File: src/rtl/tinker_lat_pipe.sv
// Fixed-latency valid+payload shift pipe; slot STAGES-1 is what emerges this cycle.
module tinker_lat_pipe #(
   parameter int STAGES = 4,
   parameter int W      = 8
)(
   input  logic         clk,
   input  logic         rst_n,
   input  logic         in_vld_i,
   input  logic [W-1:0] in_dat_i,
   output logic         out_vld_o,
   output logic [W-1:0] out_dat_o
);

   logic [STAGES-1:0]        vld_q;
   logic [STAGES-1:0][W-1:0] dat_q;

   always_ff @(posedge clk or negedge rst_n) begin
      if (!rst_n) begin
         vld_q <= '0;
         dat_q <= '0;
      end else begin
         vld_q[0] <= in_vld_i;
         dat_q[0] <= in_dat_i;
         for (int i = 1; i < STAGES; i++) begin
            vld_q[i] <= vld_q[i-1];
            dat_q[i] <= dat_q[i-1];
         end
      end
   end

   assign out_vld_o = vld_q[STAGES-1];
   assign out_dat_o = dat_q[STAGES-1];

endmodule

File: config.mk
export PLATFORM = sky130hd
export DESIGN_NAME = tinker_lat_pipe
export DESIGN_NICKNAME = d
export VERILOG_FILES = /design/src/rtl/tinker_lat_pipe.sv
export SDC_FILE = /design/constraint.sdc
export NUM_CORES = 1
export LEC_CHECK = 0
export ABC_CLOCK_PERIOD_IN_PS = 900
export BUFFER_PORTS_ARGS = -buffer_cell sky130_fd_sc_hd__clkbuf_2
export CAP_MARGIN = 20
export CORE_MARGIN = 3
export CORE_UTILIZATION = 30
export CTS_BUF_LIST = sky130_fd_sc_hd__clkbuf_8
export CTS_CLUSTER_SIZE = 14
export DETAILED_ROUTE_END_ITERATION = 16
export GPL_TIMING_DRIVEN = 0
export PLACE_DENSITY = 0.54
export SKIP_CTS_REPAIR_TIMING = 1
export SLEW_MARGIN = 25
export SYNTH_ARGS = -nofsm -noshare
export SYNTH_HDL_FRONTEND = slang
export SYNTH_SLANG_ARGS = --single-unit
File: constraint.sdc
create_clock -name clk -period 0.9 [get_ports clk]
set_clock_uncertainty 0.2 [all_clocks]
set_input_delay 0.18 -clock clk [delete_from_list [all_inputs] [get_ports clk]]
set_output_delay 0.18 -clock clk [all_outputs]
set_load 0.02 [all_outputs]
Word level (Yosys, flattened, before mapping) --
Cells that the tools add are included.
Storage, ports and cells: bits in registers 36, output and inout bits 9, bits of input ports 11

Longest topological paths before layout --
Gate-level depths: netlist of run 1.
word-level depth 0, depth in mapped cells 1, gate-level depth less buffers 0

Worst setup path before layout of run 1 --
No wires, ideal clock.
path type register to output, start point register dat_q, in the netlist out_dat_o[0], end point output out_dat_o[0], cell stages (with the launch flop) 2, data required time 0.520 ns, setup slack 0.038 ns, arrival 0.482 ns, buffers on the path 1, path through dfrtp_1 buf_4
RTL lines:
- from (decl) | line 15 | logic [STAGES-1:0][W-1:0] dat_q;
- from (signal, indexed assignment) | line 26 | dat_q[i] <= dat_q[i-1];
- to (decl) | line 11 | output logic [W-1:0] out_dat_o
No word-level cell between the ends.

Worst setup path after layout of run 1 --
start point register vld_q[3], end point output out_vld_o
RTL lines:
- from (decl) | line 14 | logic [STAGES-1:0] vld_q;
- from (signal, indexed assignment) | line 25 | vld_q[i] <= vld_q[i-1];
- to (decl) | line 10 | output logic out_vld_o,
No word-level cell between the ends.

==> reports/metrics.cfg, run 1 <==
[placed_design]
placed_cell_area_um2=1110
io_buffer_count=19
pre_cts_ws_ns=-0.173
place_inst=105
place_congestion=0.536

[synthesis]
syn_avg_cell_area_um2=21.8
yosysWarnings=0
ys_ff_latch=36
synth.distinct_cells=2
synth-seq-area-share=0.938
postSynthCellCount=44
synth_nets=55
syn_area_um2=961

[grt]
met3_usage=0.0468
grt_pass1_wl_um=1750
grt.busiest_layer=met2
grt_max_degree=37
use_met2=0.0892
grt_pass1_vias=427
antenna_found_initial=0
use_met1=0.0540
grt_overflow=0
grt_usage=0.0640

[worst_setup_path]
path_cells=buf_6
required_ns=0.52
path_max_fanout=1
critical_path.startpoint_type=register
cp_num_buf_inv=1
rrSetupSlack_ns=0.22
crit-reg2reg-launch=dat_q[14]$_DFF_PN0_
end_kind=output pin
slowest_delay_ns=0.38
worstPathArrival_ns=0.78
cp.depth=1
path_class=register to output pin
crit_start=vld_q[3]$_DFF_PN0_
r2r-end=dat_q[22]$_DFF_PN0_
reg2regPathDepth=0
worst_path_max_delay_cell=dfrtp_1
cp_top_family=flip-flops

[layout]
final_common_cell=dfrtp_1
num-fill-cells=275
diodes=0
final_cell_mix=dfrtp_1 (36), clkbuf_2 (10), dlygate4sd3_1 (9), buf_6 (9), clkbuf_8 (5)
num-nets-final=82
seq_area_um2=901
multi_input_area_um2=0
syn_to_final_growth_pct=31.5
design_area_um2=1260
comb.multi_input.count=0
instances_no_fill=111
drive_gt1_frac=0.348
final_util=0.436

[route]
drc=0
drt-total-wl_um=1040
post_drt_wl_per_cell_um=9.41
via_per_inst=3.60
ant_nets=0
drt_iter0_drc=6
via_count=400
dr.pass1.iters=2

[clocking]
clock_path_buffers=2
clk_latency_ns=0.27
numCtsBuffers=5
cts-root-buf=clkbuf_8
htreeDepth=2
cts_sinks=36
cts_tree=yes
clkTransAtPathRegs_ns=0.06

[floorplan]
dieArea_um2=3920
num_rows=19
pin_count=20
die_h_um=62.6
die_w_um=62.6
start_util=0.331
core_area_um2=2900

[sta]
slew_viol_final=0
worst_pin_slew_ns=0.815
layout_setup_ws_ns=-0.260
max_freq_ghz=0.862
finalHoldViolations=36
max_slew_margin=0.457
fin_crit_sh=1.29
finalCriticalPeriod_ns=1.16
rsz0062_at_grt=yes
setup_viol=9
whs_ns=-0.209

[run]
drv_cap=0

[power_and_ir_drop]
power_density_nw_per_um2=2230
ir_drop_mv=1.18
leakagePower_nw=0.589

[outcome]
violations=negative hold slack, negative setup slack
status=complete, but fails checks

[min_path]
hold_path.class=input port to async pin

==> cells by family after synthesis <==
| logic type | after synthesis | share of synthesized area |
|---|---|---|
| buf+inv | 8 | 0.0625 |
| flops | 36 | 0.937 |
==> routing by layer <==
metal / wire, um / vias to the layer above / part of all wire
li1: - / 174 / -
met1: 350 / 202 / 0.34
met2: 546 / 19 / 0.52
met3: 108 / 5 / 0.10
met4: 39 / 0 / 0.037
met5: 0 / - / 0
==> power by group <==
group          internal (W)  switching (W)
clock              0.000497       0.000442
sequential          0.00170      0.0000237
combinational     0.0000783      0.0000712
total               0.00228       0.000537
==> through the flow <==
step | total power, W | TNS (ns) | hold WS (ns)
2_1_floorplan | 0.00180 | 0 | -0.316
3_3_place_gp | 0.00187 | -5.68 | 0.0878
3_5_place_dp | 0.00188 | -6.88 | 0.0897
4_1_cts | 0.00282 | -3.35 | -0.197
5_1_grt | 0.00295 | -2.57 | -0.140
6_report | 0.00281 | -2.23 | -0.209
==> how the worst max path moves through the flow <==
stage / to
global placement: dat_q[0]$_DFF_PN0_
global route: out_vld_o
detailed placement: dat_q[1]$_DFF_PN0_
finish: out_vld_o
CTS: out_dat_o[4]
floorplan: out_dat_o[0]
==> synth_stat cells (all sizes together) <==
cell | number | area (um2)
dfrtp | 36 | 901
buf | 8 | 60.1
==> registers in the layout, indices dropped and copies added (netlist names) <==
| register | flops |
|---|---|
| dat_q | 24 |
| out_dat_o | 8 |
| vld_q | 4 |
==> layout make-up <==
cell class	count	share of cell area
Timing Repair Buffer	28	0.191
Sequential cell	36	0.713
Tap cell	42	0.0416
Clock buffer	5	0.0545
Power figures use the tool's default switching activity.
==> run 2: changes to the inputs <==
--- a/config.mk
+++ b/config.mk
@@ -15,7 +15,6 @@
 export DETAILED_ROUTE_END_ITERATION = 16
 export GPL_TIMING_DRIVEN = 0
 export PLACE_DENSITY = 0.54
-export SKIP_CTS_REPAIR_TIMING = 1
 export SLEW_MARGIN = 25
 export SYNTH_ARGS = -nofsm -noshare
 export SYNTH_HDL_FRONTEND = slang
==> reports/metrics.cfg, run 2 (synthesized netlist as in run 1, its figures left out) <==
[worst_setup_path]
path_max_fanout=1
r2r-end=dat_q[22]$_DFF_PN0_
crit-reg2reg-launch=dat_q[14]$_DFF_PN0_
critical_path.startpoint_type=register
cp_num_buf_inv=1
end_kind=output pin
path_cells=clkbuf_8
reg2regPathDepth=0
rrSetupSlack_ns=0.22
required_ns=0.52
cp_top_family=flip-flops
worst_path_max_delay_cell=dfrtp_1
path_class=register to output pin
worstPathArrival_ns=0.78
slowest_delay_ns=0.37

[floorplan]
die_h_um=62.6
core_area_um2=2900
dieArea_um2=3920
die_w_um=62.6
pin_count=20
start_util=0.331
num_rows=19

[grt]
grt_pass1_wl_um=1800
antenna_found_initial=0
use_met2=0.0999
use_met1=0.0563
grt_usage=0.0663
grt.busiest_layer=met2
grt_max_degree=37
met3_usage=0.0396
grt_overflow=0
grt_pass1_vias=433

[clocking]
cts-root-buf=clkbuf_8
cts_tree=yes
clock_path_buffers=2
clk_latency_ns=0.27
htreeDepth=2
clkTransAtPathRegs_ns=0.06
numCtsBuffers=5
cts_hold_buf=9
cts_sinks=36

[placed_design]
io_buffer_count=19
place_congestion=0.536
placed_cell_area_um2=1110
place_inst=105

[sta]
finalCriticalPeriod_ns=1.16
slew_viol_final=0
finalSetupTns_ns=-2.35
max_freq_ghz=0.859
rsz0062_at_grt=yes
whs_ns=-0.209
setup_viol=9
worst_pin_slew_ns=0.815
finalHoldViolations=36
max_slew_margin=0.457
fin_crit_sh=1.29
layout_setup_ws_ns=-0.265

[route]
via_count=398
dr.pass1.iters=2
drc=0
drt-total-wl_um=1030
ant_nets=0
via_per_inst=3.59
drt_iter0_drc=6
post_drt_wl_per_cell_um=9.30

[layout]
comb.multi_input.count=0
regMostFlops=dat_q
final_common_cell=dfrtp_1
num-nets-final=82
final_cell_mix=dfrtp_1 (36), clkbuf_8 (13), clkbuf_2 (10)
syn_to_final_growth_pct=33.6
multi_input_area_um2=0
design_area_um2=1280
diodes=0
drive_gt1_frac=0.348
largest_reg_flops=24
num-fill-cells=275
instances_no_fill=111

[outcome]
status=complete, but fails checks
violations=negative hold slack, negative setup slack

[run]
drv_cap=0

[power_and_ir_drop]
leakagePower_nw=0.598
power_density_nw_per_um2=2190
ir_drop_mv=1.18

[min_path]
hold_path.class=input port to async pin

==> run 2: changes by cell type in the layout (fill, tap and decap cells not counted) <==
| cell | change |
|---|---|
| clkbuf_8 | +8 |
| buf_6 | -8 |
==> run 2: how the worst max path moves through the flow <==
stage | startpoint | end | slack [ns] | depth (start not counted)
after floorplan | out_dat_o[0]$_DFF_PN0_ | out_dat_o[0] | 0.04 | 1
after global placement | rst_n | dat_q[0]$_DFF_PN0_ | -0.14 | 1
after detailed placement | rst_n | dat_q[1]$_DFF_PN0_ | -0.17 | 1
after CTS | vld_q[3]$_DFF_PN0_ | out_vld_o | -0.29 | 1
after global routing | out_dat_o[7]$_DFF_PN0_ | out_dat_o[7] | -0.31 | 1
final | out_dat_o[5]$_DFF_PN0_ | out_dat_o[5] | -0.26 | 1
==> run 2: final cells by class <==
class | instances | area [um2] | area share
clock buffer | 5 | 68.8 | 0.0536
sequential | 36 | 901 | 0.702
tap | 42 | 52.6 | 0.0409
timing repair buffer | 28 | 262 | 0.204
==> run 2: where the power goes <==
group	switching [W]	internal [W]	leakage [nW]	total (W)
combinational	0.0000709	0.0000837	0.143	0.000155
clock	0.000441	0.000497	0.0359	0.000938
sequential	0.0000226	0.00170	0.419	0.00172
==> run 2: metrics by stage <==
stage                      util  total power, W  setup WS, ns
final                     0.443         0.00282        -0.265
after global routing      0.443         0.00295        -0.310
after CTS                 0.440         0.00286        -0.286
after detailed placement  0.382         0.00188        -0.173
after global placement    0.382         0.00187        -0.141
after floorplan               -         0.00180        0.0384
==> run 2: repair_timing <==
item,CTS,global route
setup endpoints to repair,9,9
resized for setup,16,3
buffers inserted,0,0
endpoints found under the hold margin,45,36
==> run 2: routing by layer <==
layer  vias up  routed length [um]
li1        174                   -
met1       200                 351
met2        19                 543
met3         5                  98
met4         0                  39
met5         -                   0
